==> src/rtl/noc_pkg.sv <==
// Shared NoC router definitions: port indices, port count and arbiter state encoding.
package noc_pkg;

  localparam int unsigned PORT_N  = 0;
  localparam int unsigned PORT_S  = 1;
  localparam int unsigned PORT_E  = 2;
  localparam int unsigned PORT_W  = 3;
  localparam int unsigned PORT_L  = 4;
  localparam int unsigned N_PORTS = 5;

  typedef enum logic {
    ARB_IDLE = 1'b0,
    ARB_BUSY = 1'b1
  } arb_state_e;

endpackage

==> src/rtl/noc_out_arbiter_if.sv <==
// Request/grant bundle between the input ports and one output-port switch arbiter.
// With NOC_ARB_WATCHDOG_EN defined the bundle also carries wdog_err_o.
interface noc_out_arbiter_if #(
  parameter int unsigned N_PORTS = noc_pkg::N_PORTS,
  parameter int unsigned OWN_W   = $clog2(noc_pkg::N_PORTS)
);

  logic [N_PORTS-1:0] req_i;
  logic [N_PORTS-1:0] head_i;
  logic [N_PORTS-1:0] tail_i;
  logic               credit_en_i;
  logic [N_PORTS-1:0] gnt_o;
  logic               decr_o;
  logic               locked_o;
  logic [OWN_W-1:0]   owner_o;
`ifdef NOC_ARB_WATCHDOG_EN
  logic               wdog_err_o;

  modport master (
    output req_i, head_i, tail_i, credit_en_i,
    input  gnt_o, decr_o, locked_o, owner_o, wdog_err_o
  );

  modport slave (
    input  req_i, head_i, tail_i, credit_en_i,
    output gnt_o, decr_o, locked_o, owner_o, wdog_err_o
  );
`else
  modport master (
    output req_i, head_i, tail_i, credit_en_i,
    input  gnt_o, decr_o, locked_o, owner_o
  );

  modport slave (
    input  req_i, head_i, tail_i, credit_en_i,
    output gnt_o, decr_o, locked_o, owner_o
  );
`endif

endinterface

==> src/rtl/noc_out_arbiter_rr_pick.sv <==
// Combinational round-robin picker: first set bit of cand scanning ptr+1, ptr+2, ...
// modulo N. Shared with the VC and input allocators.
module rr_pick #(
  parameter int unsigned N = 5,
  parameter int unsigned W = 3
) (
  input  logic [N-1:0] cand,
  input  logic [W-1:0] ptr,
  output logic [W-1:0] winner,
  output logic         valid
);

  always_comb begin
    int unsigned idx;
    winner = '0;
    valid  = 1'b0;
    idx    = 0;
    for (int unsigned i = 1; i <= N; i++) begin
      idx = (32'(ptr) + i) % N;
      if (!valid && cand[idx]) begin
        valid  = 1'b1;
        winner = W'(idx);
      end
    end
  end

endmodule

==> src/rtl/noc_out_arbiter.sv <==
// Per-output switch arbiter: round-robin among head flits, holds the output head-to-tail,
// gates every transfer on credit_en_i. NOC_ARB_WATCHDOG_EN adds a BUSY stall watchdog.
module noc_out_arbiter
  import noc_pkg::*;
#(
  parameter int unsigned N_PORTS     = noc_pkg::N_PORTS,
  parameter int unsigned OWN_W       = $clog2(noc_pkg::N_PORTS),
  parameter int unsigned WDOG_CYCLES = 64
) (
  input  logic              clk,
  input  logic              reset,
  noc_out_arbiter_if.slave  arb
);

  arb_state_e         state;
  logic [OWN_W-1:0]   owner;
  logic [OWN_W-1:0]   ptr;
  logic [N_PORTS-1:0] cand;
  logic [N_PORTS-1:0] gnt;
  logic [OWN_W-1:0]   winner;
  logic               winner_vld;
  logic               idle_grant;
  logic               busy_grant;

  assign cand = arb.req_i & arb.head_i;

  rr_pick #(
    .N (N_PORTS),
    .W (OWN_W)
  ) u_rr_pick (
    .cand   (cand),
    .ptr    (ptr),
    .winner (winner),
    .valid  (winner_vld)
  );

  assign idle_grant = !reset && (state == ARB_IDLE) && winner_vld && arb.credit_en_i;
  assign busy_grant = !reset && (state == ARB_BUSY) && arb.req_i[owner] && arb.credit_en_i;

  always_comb begin
    gnt = '0;
    if (idle_grant) begin
      gnt[winner] = 1'b1;
    end else if (busy_grant) begin
      gnt[owner] = 1'b1;
    end
  end

  assign arb.gnt_o    = gnt;
  assign arb.decr_o   = |gnt;
  assign arb.locked_o = (state == ARB_BUSY);
  assign arb.owner_o  = owner;

`ifdef NOC_ARB_WATCHDOG_EN
  localparam int unsigned WD_W = $clog2(WDOG_CYCLES) + 1;
  localparam logic [WD_W-1:0] WD_LIMIT = WD_W'(WDOG_CYCLES - 1);

  logic [WD_W-1:0] wd_cnt;
  logic            wdog_err;

  assign arb.wdog_err_o = wdog_err;
`endif

  always_ff @(posedge clk) begin
    if (reset) begin
      state <= ARB_IDLE;
      owner <= '0;
      ptr   <= OWN_W'(N_PORTS - 1);
`ifdef NOC_ARB_WATCHDOG_EN
      wd_cnt   <= '0;
      wdog_err <= 1'b0;
`endif
    end else begin
      unique case (state)
        ARB_IDLE: begin
          if (idle_grant) begin
            if (arb.tail_i[winner]) begin
              ptr <= winner;
            end else begin
              state <= ARB_BUSY;
              owner <= winner;
            end
          end
`ifdef NOC_ARB_WATCHDOG_EN
          wd_cnt <= '0;
`endif
        end
        ARB_BUSY: begin
          if (busy_grant) begin
            if (arb.tail_i[owner]) begin
              state <= ARB_IDLE;
              ptr   <= owner;
            end
`ifdef NOC_ARB_WATCHDOG_EN
            wd_cnt <= '0;
          end else if (wd_cnt == WD_LIMIT) begin
            // Stalled owner is evicted and demoted to lowest priority, as a tail would.
            state    <= ARB_IDLE;
            ptr      <= owner;
            wdog_err <= 1'b1;
            wd_cnt   <= '0;
          end else begin
            wd_cnt <= wd_cnt + 1'b1;
`endif
          end
        end
        default: state <= ARB_IDLE;
      endcase
    end
  end

endmodule

==> src/flat_wrapper.sv <==
// flat-port wrapper written by rule: the top's interface ports become plain ports
module noc_out_arbiter_flat import noc_pkg::*;
#(
  parameter int unsigned N_PORTS     = noc_pkg::N_PORTS,
  parameter int unsigned OWN_W       = $clog2(noc_pkg::N_PORTS),
  parameter int unsigned WDOG_CYCLES = 64
)
  (clk, reset, arb_req_i, arb_head_i, arb_tail_i, arb_credit_en_i, arb_gnt_o, arb_decr_o, arb_locked_o, arb_owner_o);
  noc_out_arbiter_if #(.N_PORTS(N_PORTS), .OWN_W(OWN_W)) arb_i ();
  input  logic clk;
  input  logic reset;
  input wire logic [$bits(arb_i.req_i)-1:0] arb_req_i;
  input wire logic [$bits(arb_i.head_i)-1:0] arb_head_i;
  input wire logic [$bits(arb_i.tail_i)-1:0] arb_tail_i;
  input wire logic [$bits(arb_i.credit_en_i)-1:0] arb_credit_en_i;
  output wire logic [$bits(arb_i.gnt_o)-1:0] arb_gnt_o;
  output wire logic [$bits(arb_i.decr_o)-1:0] arb_decr_o;
  output wire logic [$bits(arb_i.locked_o)-1:0] arb_locked_o;
  output wire logic [$bits(arb_i.owner_o)-1:0] arb_owner_o;
  assign arb_i.req_i = arb_req_i;
  assign arb_i.head_i = arb_head_i;
  assign arb_i.tail_i = arb_tail_i;
  assign arb_i.credit_en_i = arb_credit_en_i;
  assign arb_gnt_o = arb_i.gnt_o;
  assign arb_decr_o = arb_i.decr_o;
  assign arb_locked_o = arb_i.locked_o;
  assign arb_owner_o = arb_i.owner_o;
  noc_out_arbiter #(.N_PORTS(N_PORTS), .OWN_W(OWN_W), .WDOG_CYCLES(WDOG_CYCLES)) u_core (.clk(clk), .reset(reset), .arb(arb_i));
endmodule
==> config.mk <==
export PLATFORM = sky130hd
export DESIGN_NAME = noc_out_arbiter_flat
export DESIGN_NICKNAME = d
export VERILOG_FILES = /design/src/rtl/noc_pkg.sv /design/src/rtl/noc_out_arbiter_if.sv /design/src/rtl/noc_out_arbiter_rr_pick.sv /design/src/rtl/noc_out_arbiter.sv /design/src/flat_wrapper.sv
export SDC_FILE = /design/constraint.sdc
export NUM_CORES = 1
export LEC_CHECK = 0
export ABC_AREA = 1
export BUFFER_PORTS_ARGS = -buffer_cell sky130_fd_sc_hd__buf_2
export CORE_MARGIN = 10
export CORE_UTILIZATION = 60
export DETAILED_ROUTE_END_ITERATION = 12
export PLACE_DENSITY = 0.93
export SLEW_MARGIN = 20
export SYNTH_ARGS = -nofsm -noshare
export SYNTH_HDL_FRONTEND = slang
export SYNTH_HIERARCHICAL = 1
export SYNTH_SLANG_ARGS = --single-unit
==> constraint.sdc <==
create_clock -name clk -period 5 [get_ports clk]
set_input_delay 0.25 -clock clk [delete_from_list [all_inputs] [get_ports clk]]
set_output_delay 0.25 -clock clk [all_outputs]
set_load 0.02 [all_outputs]
### After elaboration in Yosys (flattened, before gate mapping)

Index checks and enable logic that the tools add are counted.

| word-level totals | value |
|---|---|
| bits in registers | 7 |
| word-level logic and storage cells | 91 |
| output and inout bits | 10 |

| cells by class | value |
|---|---|
| equal/unequal tests | 4 |
| add/subtract/negate cells | 5 |
| multiplexer cells | 42 |
| div/mod/pow operators | 5 |
| order comparisons | 9 |
| bitwise gates (word level) | 3 |
| reduce and logical (&&, ||, !) cells | 20 |

Operators with widths:

| operator | number |
|---|---|
| 32-bit by 4-bit less-than comparator with 1-bit output (second input constant) | 5 |
| 32-bit by 3-bit modulo with 32-bit output (second input constant) | 5 |
| 3-bit two-way mux | 9 |
| 1-bit binary-select mux with 3-bit select | 8 |
| 1-bit two-way mux | 19 |
| 1-bit logical AND | 12 |
| 5-bit two-way mux | 2 |
| 3-bit by 2-bit adder with 4-bit output (second input constant) | 2 |
| 3-bit by 3-bit adder with 4-bit output (second input constant) | 2 |
| 3-bit by 4-bit less-than comparator with 1-bit output (second input constant) | 2 |
| 1-bit demux with 3-bit select | 2 |
| 3-bit by 1-bit greater-or-equal comparator with 1-bit output (second input constant) | 2 |
| 2-bit inequality test (second input constant) | 3 |
| 3-bit case mux with 2 select lines | 1 |
| 5-bit bitwise AND | 1 |
| 1-bit logical NOT | 5 |
| 5-bit OR reduction | 1 |
| 3-bit by 1-bit adder with 4-bit output (second input constant) | 1 |
| 4-bit AND reduction | 1 |
| 3-bit AND reduction | 1 |
| 2-bit by 1-bit inequality test with 1-bit output (second input constant) | 1 |
| 1-bit inverter | 2 |
| 1-bit case mux with 2 select lines | 1 |

### Logic depth before layout (Yosys ltp)

Gate-level depths: netlist of run 1.

| logic depth | value |
|---|---|
| word-level depth | 23 |
| gate-level depth with buffers | 31 |

### By module

Netlist of run 1, hierarchy kept.

By module, submodules not included:

| module | cells each | instances | seq. area each (µm²) | area each (µm²) |
|---|---|---|---|---|
| rr_pick | 257 | 1 | 0.0 | 1,539.0 |
| noc_out_arbiter | 119 | 1 | 140.1 | 764.5 |

### Least setup slack after synthesis of run 1

No wires, ideal clock.

| timing path | value |
|---|---|
| path kind | register to output |
| from | reg u_core.ptr[0] |
| to | out arb_decr_o |
| slack | 0.714 ns |
| path buffers | 2 |
| data required time | 4.750 ns |
| cell stages (with the launch flop) | 28 |
| arrival time | 4.036 ns |
| path through | dfxtp_1 > buf_4 > clkinv_1 > ha_1 > buf_2 > nand2_1 > inv_1 > a21oi_1 > ha_1 > inv_1 > or2_2 > nand3_1 > nand2_1 > nand2_1 > nand2_2 > nand3b_1 > nand2_1 > nand2_1 > nand2_2 > nand3_1 > nor2_1 > nor2_1 > nand3_1 > inv_2 > nand3_1 > nand2_1 > nor2_1 > nand3_2 |

| between the ends | value |
|---|---|
| longest elaborated chain between the ends | 23 |

RTL lines:

| element | RTL line | text |
|---|---|---|
| start: declaration | noc_out_arbiter.sv:17 | `logic [OWN_W-1:0] ptr;` |
| start signal: assignment | noc_out_arbiter.sv:68 | `ptr <= OWN_W'(N_PORTS - 1);` |
| start signal: assignment | noc_out_arbiter.sv:78 | `ptr <= winner;` |
| start signal: assignment | noc_out_arbiter.sv:92 | `ptr <= owner;` |
| 3-bit by 1-bit adder with 4-bit output | noc_out_arbiter_rr_pick.sv:19 | `idx = (32'(ptr) + i) % N;` |
| 32-bit by 3-bit modulo with 32-bit output | noc_out_arbiter_rr_pick.sv:19 |  |
| 1-bit binary-select mux with 3-bit select | noc_out_arbiter_rr_pick.sv:20 | `if (!valid && cand[idx]) begin` |
| 1-bit two-way mux (not written as such) | noc_out_arbiter_rr_pick.sv:20 |  |
| 1-bit two-way mux | noc_out_arbiter_rr_pick.sv:20 |  |
| 1-bit logical NOT | noc_out_arbiter_rr_pick.sv:20 |  |
| 1-bit logical AND | noc_out_arbiter_rr_pick.sv:20 |  |
| 1-bit two-way mux | noc_out_arbiter_rr_pick.sv:20 |  |
| [... 9 more ...] | -- |  |
| named net u_core.winner[0] | noc_out_arbiter.sv:20 | `logic [OWN_W-1:0] winner;` |
| 3-bit by 4-bit less-than comparator with 1-bit output (not written as such) or 3-bit by 1-bit greater-or-equal comparator with 1-bit output (tied branches) | noc_out_arbiter.sv:43 | `gnt[winner] = 1'b1;` |
| 1-bit logical AND (not written as such) | noc_out_arbiter.sv:43 |  |
| 1-bit two-way mux (not written as such) | noc_out_arbiter.sv:43 |  |
| 1-bit demux with 3-bit select (*) | -- |  |
| 5-bit two-way mux (*) | noc_out_arbiter.sv:42 | `if (idle_grant) begin` |
| named net arb_gnt_o[2] | flat_wrapper.sv:16 | `output wire logic [$bits(arb_i.gnt_o)-1:0] arb_gnt_o;` |
| 5-bit OR reduction (*) | noc_out_arbiter.sv:50 | `assign arb.decr_o = \|gnt;` |
| end: declaration | flat_wrapper.sv:17 | `output wire logic [$bits(arb_i.decr_o)-1:0] arb_decr_o;` |

Mark *: on every way through the listed nets, which the timed path passes. The rest lies on a longest branch. The select of a mux whose other input is x is not followed.

### Worst setup path in the final report of run 1

| timing path | value |
|---|---|
| from | reg u_core.ptr[0] |
| to | out arb_decr_o |

| between the ends | value |
|---|---|
| longest elaborated chain between the ends | 23 |

RTL lines:

| element | RTL line |
|---|---|
| 3-bit by 1-bit adder with 4-bit output | noc_out_arbiter_rr_pick.sv:19 |
| 32-bit by 3-bit modulo with 32-bit output | noc_out_arbiter_rr_pick.sv:19 |
| 1-bit binary-select mux with 3-bit select | noc_out_arbiter_rr_pick.sv:20 |
| 1-bit two-way mux (not written as such) | noc_out_arbiter_rr_pick.sv:20 |
| 1-bit two-way mux | noc_out_arbiter_rr_pick.sv:20 |
| 1-bit logical NOT | noc_out_arbiter_rr_pick.sv:20 |
| 1-bit logical AND | noc_out_arbiter_rr_pick.sv:20 |
| 1-bit two-way mux | noc_out_arbiter_rr_pick.sv:20 |
| [... 8 more ...] | -- |
| 3-bit two-way mux (*) | noc_out_arbiter_rr_pick.sv:20 |
| named net u_core.winner[1] | noc_out_arbiter.sv:20 |
| 3-bit by 4-bit less-than comparator with 1-bit output (not written as such) or 3-bit by 1-bit greater-or-equal comparator with 1-bit output (tied branches) | noc_out_arbiter.sv:43 |
| 1-bit logical AND (not written as such) | noc_out_arbiter.sv:43 |
| 1-bit two-way mux (not written as such) | noc_out_arbiter.sv:43 |
| 1-bit demux with 3-bit select (*) | -- |
| 5-bit two-way mux (*) | noc_out_arbiter.sv:42 |
| 5-bit OR reduction (*) | noc_out_arbiter.sv:50 |

Marked as above.

==> impl_metrics.tcl, run 1 <==
set metrics [dict create \
    ctsRootBufferMaster "clkbuf_8" \
    post_drt_wl_per_cell_um 13.03 \
    cts_sinks 7 \
    vias 2553 \
    final_cell_mix "89 x nand2_1, 52 x nand3_1, 49 x inv_1, 27 x buf_2, 26 x ha_1" \
    required_ns 4.75 \
    seq_area_frac_synth_pct 6.084 \
    path_max_fanout 17 \
    grt_pass1_vias 2340 \
    max-cap-violations 0 \
    whs_ns 0.2740 \
    fill_cells 342 \
    tritoncts "done" \
    setup_viol 0 \
    drive_above_1_share_pct 26.05 \
    outcome "finished, final reports clean" \
    std_cell_rows 22 \
    grt_util_met2_pct 31.27 \
    gp_congestion 0.9620 \
    cts.clk_slew.worst_paths_ns 0.04 \
    layout_commonest_cell "nand2_1" \
    fin_nets 449 \
    fp.coreArea_um2 3689 \
    synth-seq-cells 7 \
    crit_path_start_kind "flop" \
    ys_warn_count 6 \
    area_growth_pct 9.995 \
    synthArstFlopShare_pct 0 \
    syn-num-nets 421 \
    fin_crit_ns 4.691 \
    total_power_mw 1.430 \
    worstSkewPairLatency_ns 0.22 \
    crit_arrival_ns 4.44 \
    timing_max_transition_violations_final 0 \
    clockBufferDepth 2 \
    cts-htree-levels 1 \
    slew_headroom_pct 65.36 \
    antenna_found_initial 0 \
    grt-ovfl-total 0 \
    synth_edf_count 0 \
    finalClockSkew_ns 0.001328 \
    critPathKind "flop to output pin" \
    p_leak_nw 1.388 \
    cp-startpoint "u_core/ptr[0]" \
    grt_usage_pct 17.33 \
    initialDrtViolationCount 241 \
    hp-class "primary input to flop" \
    drtPass1Iterations 5 \
    clock.fmax_mhz 213.2 \
    grt_max_degree 18 \
    peakVddDrop_uv 482.2 \
    met3_usage_pct 1.638 \
    avgSynthCellArea_um2 6.126 \
    cts_setup_buffers 0 \
    fin_crit_sh_pct 93.81 \
    cpMostUsedCell "nand2_1" \
    tightestPinTransition_ns 0.5141 \
    io_buffers 27 \
    drc_errors 0 \
    dp_hpwl_mm 4.903 \
    place_area_um2 2475 \
    p_per_area_nw_per_um2 564.4 \
    max_stage_delay_ns 0.33 \
    antenna-diode-count 0 \
    die_width_um 81.96 \
    fp.dieH_um 81.96 \
    busiest_layer "met2" \
    synth_cells 376 \
    synth.distinct_cells 47 \
    grt_pass1_wl_mm 9.770 \
    grt_util_met1_pct 20.76 \
    ioPinCount 28 \
    cts_buffers 3 \
    tns_ns 0 \
    synth_ff_type "dfxtp_1" \
    netlist_area_um2 2303 \
    viasPerCell 5.661 \
    hp-start "reset" \
    post_cts_resized 0 \
    finalHoldViolCount 0 \
    r2r_start "u_core/ptr[0]" \
    start_util_pct 62.45 \
    crit_slowest_cell "dfxtp_1" \
    endpoint_kind "output pin" \
    cts_hold_repair.buffers 0 \
    final_cell_area_um2 2534 \
    dieArea_um2 6717 \
    drtAntennaViolNets 0 \
    routed_wl_mm 5.876 \
]
cells in the mapped netlist, drive strengths merged (2+ instances only):
library cell | n | share of area (%)
buf | 4 | 1.4
nand2 | 110 | 21
inv | 62 | 10
ha | 26 | 14
nor2 | 26 | 6.1
xor2 | 5 | 2.2
nand4 | 18 | 6.1
a21oi | 9 | 2.3
nand3 | 65 | 17
dfxtp | 7 | 6.1
clkbuf | 2 | 0.33
or2 | 4 | 1.1
nor3 | 4 | 0.87
o211ai | 3 | 1.2
clkinv | 2 | 0.38
o21ai | 15 | 3.6
nand3b | 7 | 2.4
critical path, delay by kind of cell (launching register included):
kind	cells	cell delay (ns)
XOR/XNOR	2	0.46
AND/OR/NAND/NOR	17	2.02
buffers and inverters	6	0.71
adder cells (fa/ha/maj)	3	0.70
flip-flops	1	0.33
routing by layer:
| metal | up-vias | share of wire, % |
|---|---|---|
| met1 | 1172 | 41 |
| li1 | 1291 | - |
| met5 | - | 0 |
| met2 | 78 | 53 |
| met4 | 0 | 1.5 |
| met3 | 12 | 4.5 |
per-stage QoR:
step,utilization (%),worst slack [ns],instances
finish,68.69,0.3095,451
global route,68.69,-0.006212,451
floorplan,-,0.7141,376
detailed placement,67.10,0.5280,447
global placement,67.10,0.5759,447
CTS,68.32,0.2738,451
layout make-up:
type	count	area [µm²]	area share, %
sequential	7	142.6	5.630
clock buffer	4	45.04	1.778
timing repair buffer	29	150.1	5.926
tap	48	60.06	2.370
multi-input combinational	299	1892	74.67
inverter	64	244.0	9.630
sequential cells by signal, summed over array words and instances, names as in the netlist:
register,cells
u_core/ptr,3
u_core/arb.locked_o,1
u_core/arb.owner_o,3
final timing paths:
path	to	slack (ns)	cells past startpoint
max	arb_decr_o	0.31	28
min	u_core/ptr[2]	0.27	3
min reg2reg	u_core/ptr[2]	0.60	2
max reg2reg	u_core/ptr[0]	0.50	28
report_power, final:
group / leakage (nW) / switching, mW / internal, mW
sequential: 0.0572 / 0.0199 / 0.0674
clock: 0.0228 / 0.0231 / 0.0550
combinational: 1.31 / 0.854 / 0.410
total: 1.39 / 0.897 / 0.533
kinds of logic (layout without fill, tap and decap cells):
logic type,count (synthesis),count (layout),share of synthesized area [%]
adder cells (fa/ha/maj),27,27,14.99
XOR/XNOR,6,6,2.607
flip-flops,7,7,6.083
AND/OR/NAND/NOR,235,235,55.46
AO/OA/AOI/OAI,31,31,8.582
buffers and inverters,70,97,12.28
No activity file was read; power rests on OpenSTA's default activity.
==> run 2, diff against run 1 <==
CTS_BUF_LIST = sky130_fd_sc_hd__clkbuf_4   (was not set)
==> run 2 against run 1 <==
Against the previous run: combinational power hardly changed; largest power group unchanged; critical path type unchanged; final cell count unchanged; setup slack improved by 0.042 ns; global-route usage decreased by 0.088 points; highest routed layer unchanged; register-to-register slack gained 0.06 ns; wire length is 0.60% higher; clock-buffer cell count did not move.
==> impl_metrics.tcl, run 2 (synthesis results as in run 1) <==
set metrics [dict create \
    outcome "finished, final reports clean" \
    slew_headroom_pct 64.56 \
    io_buffers 27 \
    pwr-share-seq_pct 6.2 \
    cts_sinks 7 \
    finalHoldViolCount 0 \
    drtAntennaViolNets 0 \
    hp-class "primary input to flop" \
    grt-ovfl-total 0 \
    critPathKind "flop to output pin" \
    final_cell_mix "89 x nand2_1, 52 x nand3_1, 49 x inv_1, 27 x buf_2, 25 x ha_1" \
    dp_hpwl_mm 4.903 \
    timing_max_transition_violations_final 0 \
    grt_pass1_vias 2330 \
    endpoint_kind "output pin" \
    post_drt_wl_per_cell_um 13.11 \
    drive_above_1_share_pct 27.05 \
    grt_pass1_wl_mm 9.729 \
    worstSkewPairLatency_ns 0.25 \
    tritoncts "done" \
    routed_wl_mm 5.911 \
    setup_viol 0 \
    ioPinCount 28 \
    antenna-diode-count 0 \
    grt_setup_unrepaired "no" \
    max_stage_delay_ns 0.44 \
    layout_setup_ws_ns 0.3516 \
    clockBufferDepth 2 \
    max-cap-violations 0 \
    vias 2559 \
    crit_buf_inv 3 \
    clockPowerShare_pct 3.9 \
    path_max_fanout 10 \
    grt_usage_pct 17.24 \
    finalClockSkew_ns 0.0003795 \
    antenna_found_initial 0 \
    tns_ns 0 \
    crit_arrival_ns 4.40 \
    power_frac_comb_pct 89.9 \
    layout_commonest_cell "nand2_1" \
    crit_slowest_cell "dfxtp_2" \
    fin_crit_sh_pct 92.97 \
    cts_buffers 3 \
    tightestPinTransition_ns 0.5261 \
    viasPerCell 5.674 \
    fin_nets 449 \
    cts.clk_slew.worst_paths_ns 0.05 \
    internal_power_uw 515.0 \
    required_ns 4.75 \
    crit_path_start_kind "flop" \
    fin_crit_ns 4.648 \
    p_leak_nw 1.382 \
    swShare_pct 63.63 \
    grt_max_degree 18 \
    start_util_pct 62.45 \
    dieArea_um2 6717 \
    peakVddDrop_uv 440.3 \
    std_cell_rows 22 \
    ctsRootBufferMaster "clkbuf_4" \
    clock.fmax_mhz 215.1 \
    place_ws_ns 0.5280 \
    area_growth_pct 9.940 \
    gp_congestion 0.9620 \
    drtPass1Iterations 5 \
    total_power_mw 1.416 \
    p_switching_uw 900.9 \
    fp.coreArea_um2 3689 \
    p_per_area_nw_per_um2 559.1 \
    cts-htree-levels 1 \
    initialDrtViolationCount 208 \
    crit_family "simple AND/OR/NAND/NOR gates" \
    die_width_um 81.96 \
    whs_ns 0.2526 \
    drc_errors 0 \
    post-route-util_pct 68.66 \
    fp.dieH_um 81.96 \
]
-- run 2: changes by cell type in the layout (fill, tap and decap cells not counted) --
cell,previous run,this run
clkbuf_4,0,4
clkbuf_8,3,0
clkbuf_1,1,0
clkinv_1,1,0
clkinvlp_4,0,1
ha_1,26,25
ha_2,0,1
xor2_1,4,3
xor2_2,1,2
-- run 2: final timing paths --
check	start	to	slack, ns	cells past startpoint
hold reg to reg	u_core/ptr[2]	u_core/ptr[2]	0.60	2
setup / recovery	u_core/ptr[2]	arb_decr_o	0.35	25
hold / removal	reset	u_core/ptr[2]	0.25	3
setup reg to reg	u_core/ptr[2]	u_core/ptr[0]	0.56	25
-- run 2: worst reg2reg max path: cells and delay by family, from the launching register on --
family / cells / cell delay [ns]
buffers and inverters: 2 / 0.25
AOI/OAI and AO/OA: 5 / 0.86
and+or+nand+nor: 14 / 1.64
xor gates and xnor gates: 1 / 0.14
DFF: 1 / 0.44
adders and majority gates: 3 / 0.98
-- run 2: routing by layer --
layer / share of wire [%] / up-vias / global-route usage [%]
li1: - / 1284 / -
met1: 41 / 1172 / 20.69
met2: 53 / 89 / 31.03
met3: 5.1 / 14 / 1.638
met4: 1.6 / 0 / 5.952
met5: 0 / - / 0
-- run 2: power groups by stage --
stage,registers [mW],logic (mW),clock network (mW)
6_report,0.0878,1.27,0.0552
5_1_grt,0.0904,1.43,0.0621
4_1_cts,0.0862,1.23,0.0593
3_5_place_dp,0.0873,1.23,0
3_3_place_gp,0.0864,1.19,0
2_1_floorplan,0.0862,0.993,0
-- run 2: what timing repair did --
action	4_1_cts	5_1_grt
setup buffers	0	0
hold buffers	0	0
resized for setup	0	9
setup endpoints to repair	0	4
-- run 2: cell type report --
class                      instances  area (µm²)
sequential                         7       142.6
fill                             341        1156
multi-input combinational        299        1902
tap                               48       60.06
inverter                          64       247.7
clock buffer                       4       30.03
timing repair buffer              29       150.1
-- run 2: per-stage QoR --
stage | cell area [µm²] | instances
after CTS | 2505 | 451
after global routing | 2532 | 451
after detailed placement | 2475 | 447
after floorplan | 2303 | 376
final | 2532 | 451
after global placement | 2475 | 447
